## src/rtl/uart_tx_buffer_if.sv

```systemverilog
// uart_tx_buffer_if: byte-write, status and serial-line signals of uart_tx_buffer.
interface uart_tx_buffer_if #(
   parameter int FIFO_DEPTH = 16
);
   logic [7:0]                    key_dat;
   logic                          key_wen;
   logic                          ovf_clr;
   logic                          tx;
   logic                          tx_busy;
   logic                          fifo_full;
   logic                          fifo_empty;
   logic [$clog2(FIFO_DEPTH):0]   fifo_count;
   logic                          overflow;
   modport master (
      output key_dat, key_wen, ovf_clr,
      input  tx, tx_busy, fifo_full, fifo_empty, fifo_count, overflow
   );
   modport slave (
      input  key_dat, key_wen, ovf_clr,
      output tx, tx_busy, fifo_full, fifo_empty, fifo_count, overflow
   );
endinterface

```

## src/rtl/uart_tx_buffer.sv

```systemverilog
// uart_tx_buffer: byte FIFO feeding an 8N1 UART transmitter.
// Define UART_TX_PARITY_EN to insert an even-parity bit after the data bits.
module uart_tx_buffer #(
   parameter int CLKS_PER_BIT = 868,
   parameter int FIFO_DEPTH   = 16
) (
   input logic             clk_100,
   input logic             rst_n,
   uart_tx_buffer_if.slave bus
);
   localparam int AW = $clog2(FIFO_DEPTH);
   localparam int CW = AW + 1;
   localparam int BW = $clog2(CLKS_PER_BIT);
   localparam logic [BW-1:0] RELOAD = BW'(CLKS_PER_BIT - 1);
`ifdef UART_TX_PARITY_EN
   typedef enum logic [2:0] {IDLE, START, DATA, STOP, PARITY} state_t;
`else
   typedef enum logic [1:0] {IDLE, START, DATA, STOP} state_t;
`endif
   state_t        r_state;
   logic [7:0]    r_mem [FIFO_DEPTH];
   logic [AW-1:0] r_wr;
   logic [AW-1:0] r_rd;
   logic [CW-1:0] r_count;
   logic          r_full;
   logic          r_empty;
   logic          r_ovf;
   logic          r_tx;
   logic          r_busy;
   logic [BW-1:0] r_cnt;
   logic [2:0]    r_bit;
   logic [7:0]    r_sh;
   logic          w_push;
   logic          w_pop;
   logic          w_idle_nxt;
   logic [CW-1:0] w_count_nxt;
   assign w_push      = bus.key_wen & ~r_full;
   assign w_pop       = (r_state == IDLE) & ~r_empty;
   assign w_count_nxt = r_count + CW'(w_push) - CW'(w_pop);
   // FSM lands in IDLE next cycle: stays idle with nothing queued, or the stop bit ends
   assign w_idle_nxt  = (r_state == IDLE) ? r_empty : (r_state == STOP) && (r_cnt == '0);
   assign bus.tx         = r_tx;
   assign bus.tx_busy    = r_busy;
   assign bus.fifo_full  = r_full;
   assign bus.fifo_empty = r_empty;
   assign bus.fifo_count = r_count;
   assign bus.overflow   = r_ovf;
   always_ff @(posedge clk_100)
      if (w_push) r_mem[r_wr] <= bus.key_dat;
   always_ff @(posedge clk_100 or negedge rst_n) begin
      if (!rst_n) begin
         r_wr    <= '0;
         r_rd    <= '0;
         r_count <= '0;
         r_full  <= 1'b0;
         r_empty <= 1'b1;
         r_ovf   <= 1'b0;
      end else begin
         r_wr    <= r_wr + AW'(w_push);
         r_rd    <= r_rd + AW'(w_pop);
         r_count <= w_count_nxt;
         r_full  <= w_count_nxt == CW'(FIFO_DEPTH);
         r_empty <= w_count_nxt == '0;
         r_ovf   <= (bus.key_wen & r_full) | (r_ovf & ~bus.ovf_clr);
      end
   end
   always_ff @(posedge clk_100 or negedge rst_n) begin
      if (!rst_n) begin
         r_state <= IDLE;
         r_tx    <= 1'b1;
         r_busy  <= 1'b0;
         r_cnt   <= '0;
         r_bit   <= '0;
         r_sh    <= '0;
      end else begin
         r_busy <= ~w_idle_nxt | (w_count_nxt != '0);
         case (r_state)
            IDLE:
               if (!r_empty) begin
                  r_sh    <= r_mem[r_rd];
                  r_bit   <= '0;
                  r_cnt   <= RELOAD;
                  r_tx    <= 1'b0;
                  r_state <= START;
               end
            START:
               if (r_cnt == '0) begin
                  r_cnt   <= RELOAD;
                  r_tx    <= r_sh[0];
                  r_state <= DATA;
               end else r_cnt <= r_cnt - BW'(1);
            DATA:
               if (r_cnt == '0) begin
                  r_cnt <= RELOAD;
                  r_bit <= r_bit + 3'd1;
                  if (r_bit == 3'd7) begin
`ifdef UART_TX_PARITY_EN
                     r_tx    <= ^r_sh;
                     r_state <= PARITY;
`else
                     r_tx    <= 1'b1;
                     r_state <= STOP;
`endif
                  end else r_tx <= r_sh[r_bit + 3'd1];
               end else r_cnt <= r_cnt - BW'(1);
`ifdef UART_TX_PARITY_EN
            PARITY:
               if (r_cnt == '0) begin
                  r_cnt   <= RELOAD;
                  r_tx    <= 1'b1;
                  r_state <= STOP;
               end else r_cnt <= r_cnt - BW'(1);
`endif
            STOP:
               if (r_cnt == '0) r_state <= IDLE;
               else r_cnt <= r_cnt - BW'(1);
            default: r_state <= IDLE;
         endcase
      end
   end
endmodule

```

## src/flat_wrapper.sv

```systemverilog
// flat-port wrapper written by rule: the top's interface ports become plain ports
module uart_tx_buffer_flat 
#(
   parameter int CLKS_PER_BIT = 868,
   parameter int FIFO_DEPTH   = 16
)
  (clk_100, rst_n, bus_key_dat, bus_key_wen, bus_ovf_clr, bus_tx, bus_tx_busy, bus_fifo_full, bus_fifo_empty, bus_fifo_count, bus_overflow);
  uart_tx_buffer_if #(.FIFO_DEPTH(FIFO_DEPTH)) bus_i ();
  input logic clk_100;
  input logic rst_n;
  input wire logic [$bits(bus_i.key_dat)-1:0] bus_key_dat;
  input wire logic [$bits(bus_i.key_wen)-1:0] bus_key_wen;
  input wire logic [$bits(bus_i.ovf_clr)-1:0] bus_ovf_clr;
  output wire logic [$bits(bus_i.tx)-1:0] bus_tx;
  output wire logic [$bits(bus_i.tx_busy)-1:0] bus_tx_busy;
  output wire logic [$bits(bus_i.fifo_full)-1:0] bus_fifo_full;
  output wire logic [$bits(bus_i.fifo_empty)-1:0] bus_fifo_empty;
  output wire logic [$bits(bus_i.fifo_count)-1:0] bus_fifo_count;
  output wire logic [$bits(bus_i.overflow)-1:0] bus_overflow;
  assign bus_i.key_dat = bus_key_dat;
  assign bus_i.key_wen = bus_key_wen;
  assign bus_i.ovf_clr = bus_ovf_clr;
  assign bus_tx = bus_i.tx;
  assign bus_tx_busy = bus_i.tx_busy;
  assign bus_fifo_full = bus_i.fifo_full;
  assign bus_fifo_empty = bus_i.fifo_empty;
  assign bus_fifo_count = bus_i.fifo_count;
  assign bus_overflow = bus_i.overflow;
  uart_tx_buffer #(.CLKS_PER_BIT(CLKS_PER_BIT), .FIFO_DEPTH(FIFO_DEPTH)) u_core (.clk_100(clk_100), .rst_n(rst_n), .bus(bus_i));
endmodule
```

## config.mk

```make
export PLATFORM = sky130hd
export DESIGN_NAME = uart_tx_buffer_flat
export DESIGN_NICKNAME = d
export VERILOG_FILES = /design/src/rtl/uart_tx_buffer_if.sv /design/src/rtl/uart_tx_buffer.sv /design/src/flat_wrapper.sv
export SDC_FILE = /design/constraint.sdc
export NUM_CORES = 1
export LEC_CHECK = 0
export ABC_CLOCK_PERIOD_IN_PS = 3400
export CORE_ASPECT_RATIO = 0.6
export CORE_MARGIN = 2
export CORE_UTILIZATION = 55
export DETAILED_ROUTE_END_ITERATION = 6
export PLACE_DENSITY_LB_ADDON = 0.2
export REMOVE_ABC_BUFFERS = 1
export SETUP_SLACK_MARGIN = 0.2
export SLEW_MARGIN = 40
export SYNTH_ARGS = -nofsm -noshare
export SYNTH_HDL_FRONTEND = slang
export SYNTH_SLANG_ARGS = --single-unit
```

## constraint.sdc

```tcl
create_clock -name clk_100 -period 3.4 [get_ports clk_100]
set_clock_uncertainty 0.1 [all_clocks]
set_input_delay 0.85 -clock clk_100 [delete_from_list [all_inputs] [get_ports clk_100]]
set_output_delay 0.85 -clock clk_100 [all_outputs]
set_load 0.02 [all_outputs]
```

==> flow_summary.yaml <==
run_status:
  outcome: "complete, no violations"
critical_path:
  reg2reg_depth: 10
  cp_max_fo: 6
  crit_arrival_ns: 3.22
  r2r-end: "u_core.bus.tx_busy$_DFF_PN0_"
  r2r_start: "u_core.r_state[1]$_DFFE_PN0P_"
  ff2ff_setup_slack_ns: 0.38
  start_kind: "register"
  cp.required_ns: 3.60
  end_kind: "register"
  crit_type: "reg -> reg"
timing:
  fmax_mhz: 331
  maxSlewHeadroom: 0.536
  tightest_slew_ns: 0.691
  grt_setup_unrepaired: "no"
  worst_slack_ns: 0.376
  fin_crit_sh: 0.889
  fin_tns_setup_ns: 0
  fin_crit_ns: 3.02
  hold_violations: 0
  setup_viol: 0
  drv_slew: 0
synthesis:
  ys_ff_latch: 169
  syn-cell-area_sq_um: 7120
  yosys.cell_types.count: 57
  yosysWarnings: 0
  synth_area_leaders: "edfxtp_1, dfrtp_1, mux4_2, ha_1, nor2_1"
  synth_top_area_share: 0.540
  synth-seq-area-share: 0.684
  synth-async-reset-ratio: 0.243
  synth_edf_count: 128
  ys.flop_type: "edfxtp_1"
  syn_avg_cell_area_sq_um: 16.9
  yosys.area.top_type: "edfxtp_1"
  netlist_top_cells_count: "edfxtp_1, dfrtp_1, mux4_2, nor2_1, ha_1"
  synth.most_common_cell: "edfxtp_1"
  syn_inst: 421
global_route:
  grt_overflow: 0
  first_global_vias: 3855
  grt_pass1_wl_um: 22400
  grt_max_degree: 42
  grt_usage: 0.225
  antenna_found_initial: 0
pwr:
  switching_share: 0.346
  power_switching_uw: 2530
  p_leak_uw: 0.00290
  pwr-share-seq: 0.400
  p_int_uw: 4790
  power.density_nw_per_um2: 891
  comb_power_share: 0.337
  ir_drop_mv: 0.365
  pwr-share-clk: 0.264
floorplan:
  boundaryPins: 22
  die_y_um: 92.2
  initial_utilization: 0.560
  rows: 32
  die_w_um: 151
  core-area_sq_um: 12700
  die_area_sq_um: 13900
place:
  dp_hpwl_um: 9410
  detailedPlace.worstSlack_ns: 0.0740
  io_buffers: 21
  place.gp.congestion: 0.853
finish:
  antenna_cells: 0
  n_fill_cell: 883
  drive_gt1_frac: 0.231
  area_growth_syn_to_layout_pct: 15.4
  post-route-util: 0.646
  nNetsFinal: 491
route:
  vias_per_cell: 6.14
  wl_um: 14200
  drt_iter0_drc: 434
  wl_per_cell_um: 22.0
  postRouteAntennaNets: 0
  drt_pass1_iterations: 5
  drc: 0
  dr_total_vias: 3968
cts:
  cts.clk_slew.worst_paths_ns: 0.07
  clk_latency_ns: 0.43
  ctsLongestPathBuffers: 2
  cts_tree: "done"
  h-tree-depth: 4
  numCtsBuffers: 17
  post-cts-setup-buffer-count: 0
  cts_root_buf: "clkbuf_16"
  clkSinkCount: 169
flow_run:
  cap_violations: 0
hold_path:
  hold_class: "in -> async"
==> layout by cell type, fill, tap and decap left out, drive strengths merged, types with 9 or more instances in the layout <==
cell type,synthesis,routed
ha,15,15
clkdlybuf4s50,0,20
clkbuf,6,17
nand2,11,11
o21ai,9,9
buf,13,22
dfrtp,39,39
nor3,11,11
edfxtp,128,128
mux4,33,33
a21oi,9,9
inv,12,21
nor2,29,29
==> stage by stage <==
step                instance area, sq um  total power [uW]  hold slack (ns)  instances
floorplan                           7030              4610            0.388        402
global placement                    7600              5330            0.404        613
detailed placement                  7620              5410            0.412        614
CTS                                 8220              7350            0.309        646
global route                        8220              7720            0.332        646
finish                              8220              7320            0.292        646
==> worst max path at each step <==
| stage | from | to | slack, ns |
|---|---|---|---|
| 2_1_floorplan | u_core.r_state[0]$_DFFE_PN0P_ | u_core.bus.tx_busy$_DFF_PN0_ | 0.11 |
| 3_3_place_gp | bus_key_wen | u_core.bus.tx_busy$_DFF_PN0_ | 0.12 |
| 3_5_place_dp | bus_key_wen | u_core.bus.tx_busy$_DFF_PN0_ | 0.07 |
| 4_1_cts | u_core.r_state[1]$_DFFE_PN0P_ | u_core.bus.tx_busy$_DFF_PN0_ | 0.24 |
| 5_1_grt | u_core.r_state[1]$_DFFE_PN0P_ | u_core.bus.tx_busy$_DFF_PN0_ | 0.23 |
| 6_report | u_core.r_state[1]$_DFFE_PN0P_ | u_core.bus.tx_busy$_DFF_PN0_ | 0.38 |
==> worst max-delay path, stage by stage, from the launching register on <==
cell and delay [ns]:
dfrtp_1 0.42, inv_1 0.12, ha_2 0.26, nor2b_2 0.26
xor2_1 0.09, ha_1 0.22, fa_1 0.41, a21o_1 0.19
a21oi_1 0.18, xnor2_1 0.14, or4b_1 0.51
==> cells by family (layout without fill, tap and decap cells) <==
kind of cell | Yosys count | in the layout | share of synthesized area
buffers and inverters | 31 | 86 | 0.0190
DFF | 169 | 169 | 0.684
xor gates and xnor gates | 10 | 10 | 0.0123
and+or+nand+nor | 86 | 86 | 0.0692
AOI/OAI and AO/OA | 63 | 63 | 0.0631
adders and majority gates | 16 | 16 | 0.0292
muxes | 46 | 46 | 0.123
==> final cells by class <==
class | count | area, sq um | share of cell area
multi-input combinational | 221 | 2120 | 0.258
tap | 170 | 213 | 0.0259
sequential | 169 | 4870 | 0.593
clock buffer | 17 | 425 | 0.0517
clock inverter | 15 | 173 | 0.0210
timing repair buffer | 42 | 369 | 0.0449
inverter | 12 | 45.0 | 0.00548
==> per-layer routing <==
metal / routed length [um] / track usage / part of all wire / vias up
met3: 1130 / 0.0697 / 0.079 / 16
met1: 6930 / 0.361 / 0.49 / 2039
li1: - / - / - / 1759
met5: 0 / 0 / 0 / -
met4: 142 / 0.0530 / 0.010 / 0
met2: 6030 / 0.302 / 0.42 / 154
==> power by group through the flow <==
stage	combinational [uW]	sequential [uW]	clock, uW
after floorplan	1590	3020	0
after global placement	2360	2970	0
after detailed placement	2450	2950	0
after CTS	2460	2920	1960
after global routing	2710	2970	2040
final	2470	2930	1930
==> registers in the layout, indices dropped and copies added, names as in the netlist, 2 cells and up <==
name,count
u_core.bus.fifo_count,5
u_core.r_bit,3
u_core.r_cnt,10
u_core.r_mem,128
u_core.r_rd,4
u_core.r_sh,8
u_core.r_state,2
u_core.r_wr,4
==> repair_timing <==
item	in CTS	in global routing
gates resized for setup	0	2
hold buffers	0	0
endpoints found under the setup margin	0	1
No activity file was read; power rests on OpenSTA's default activity.
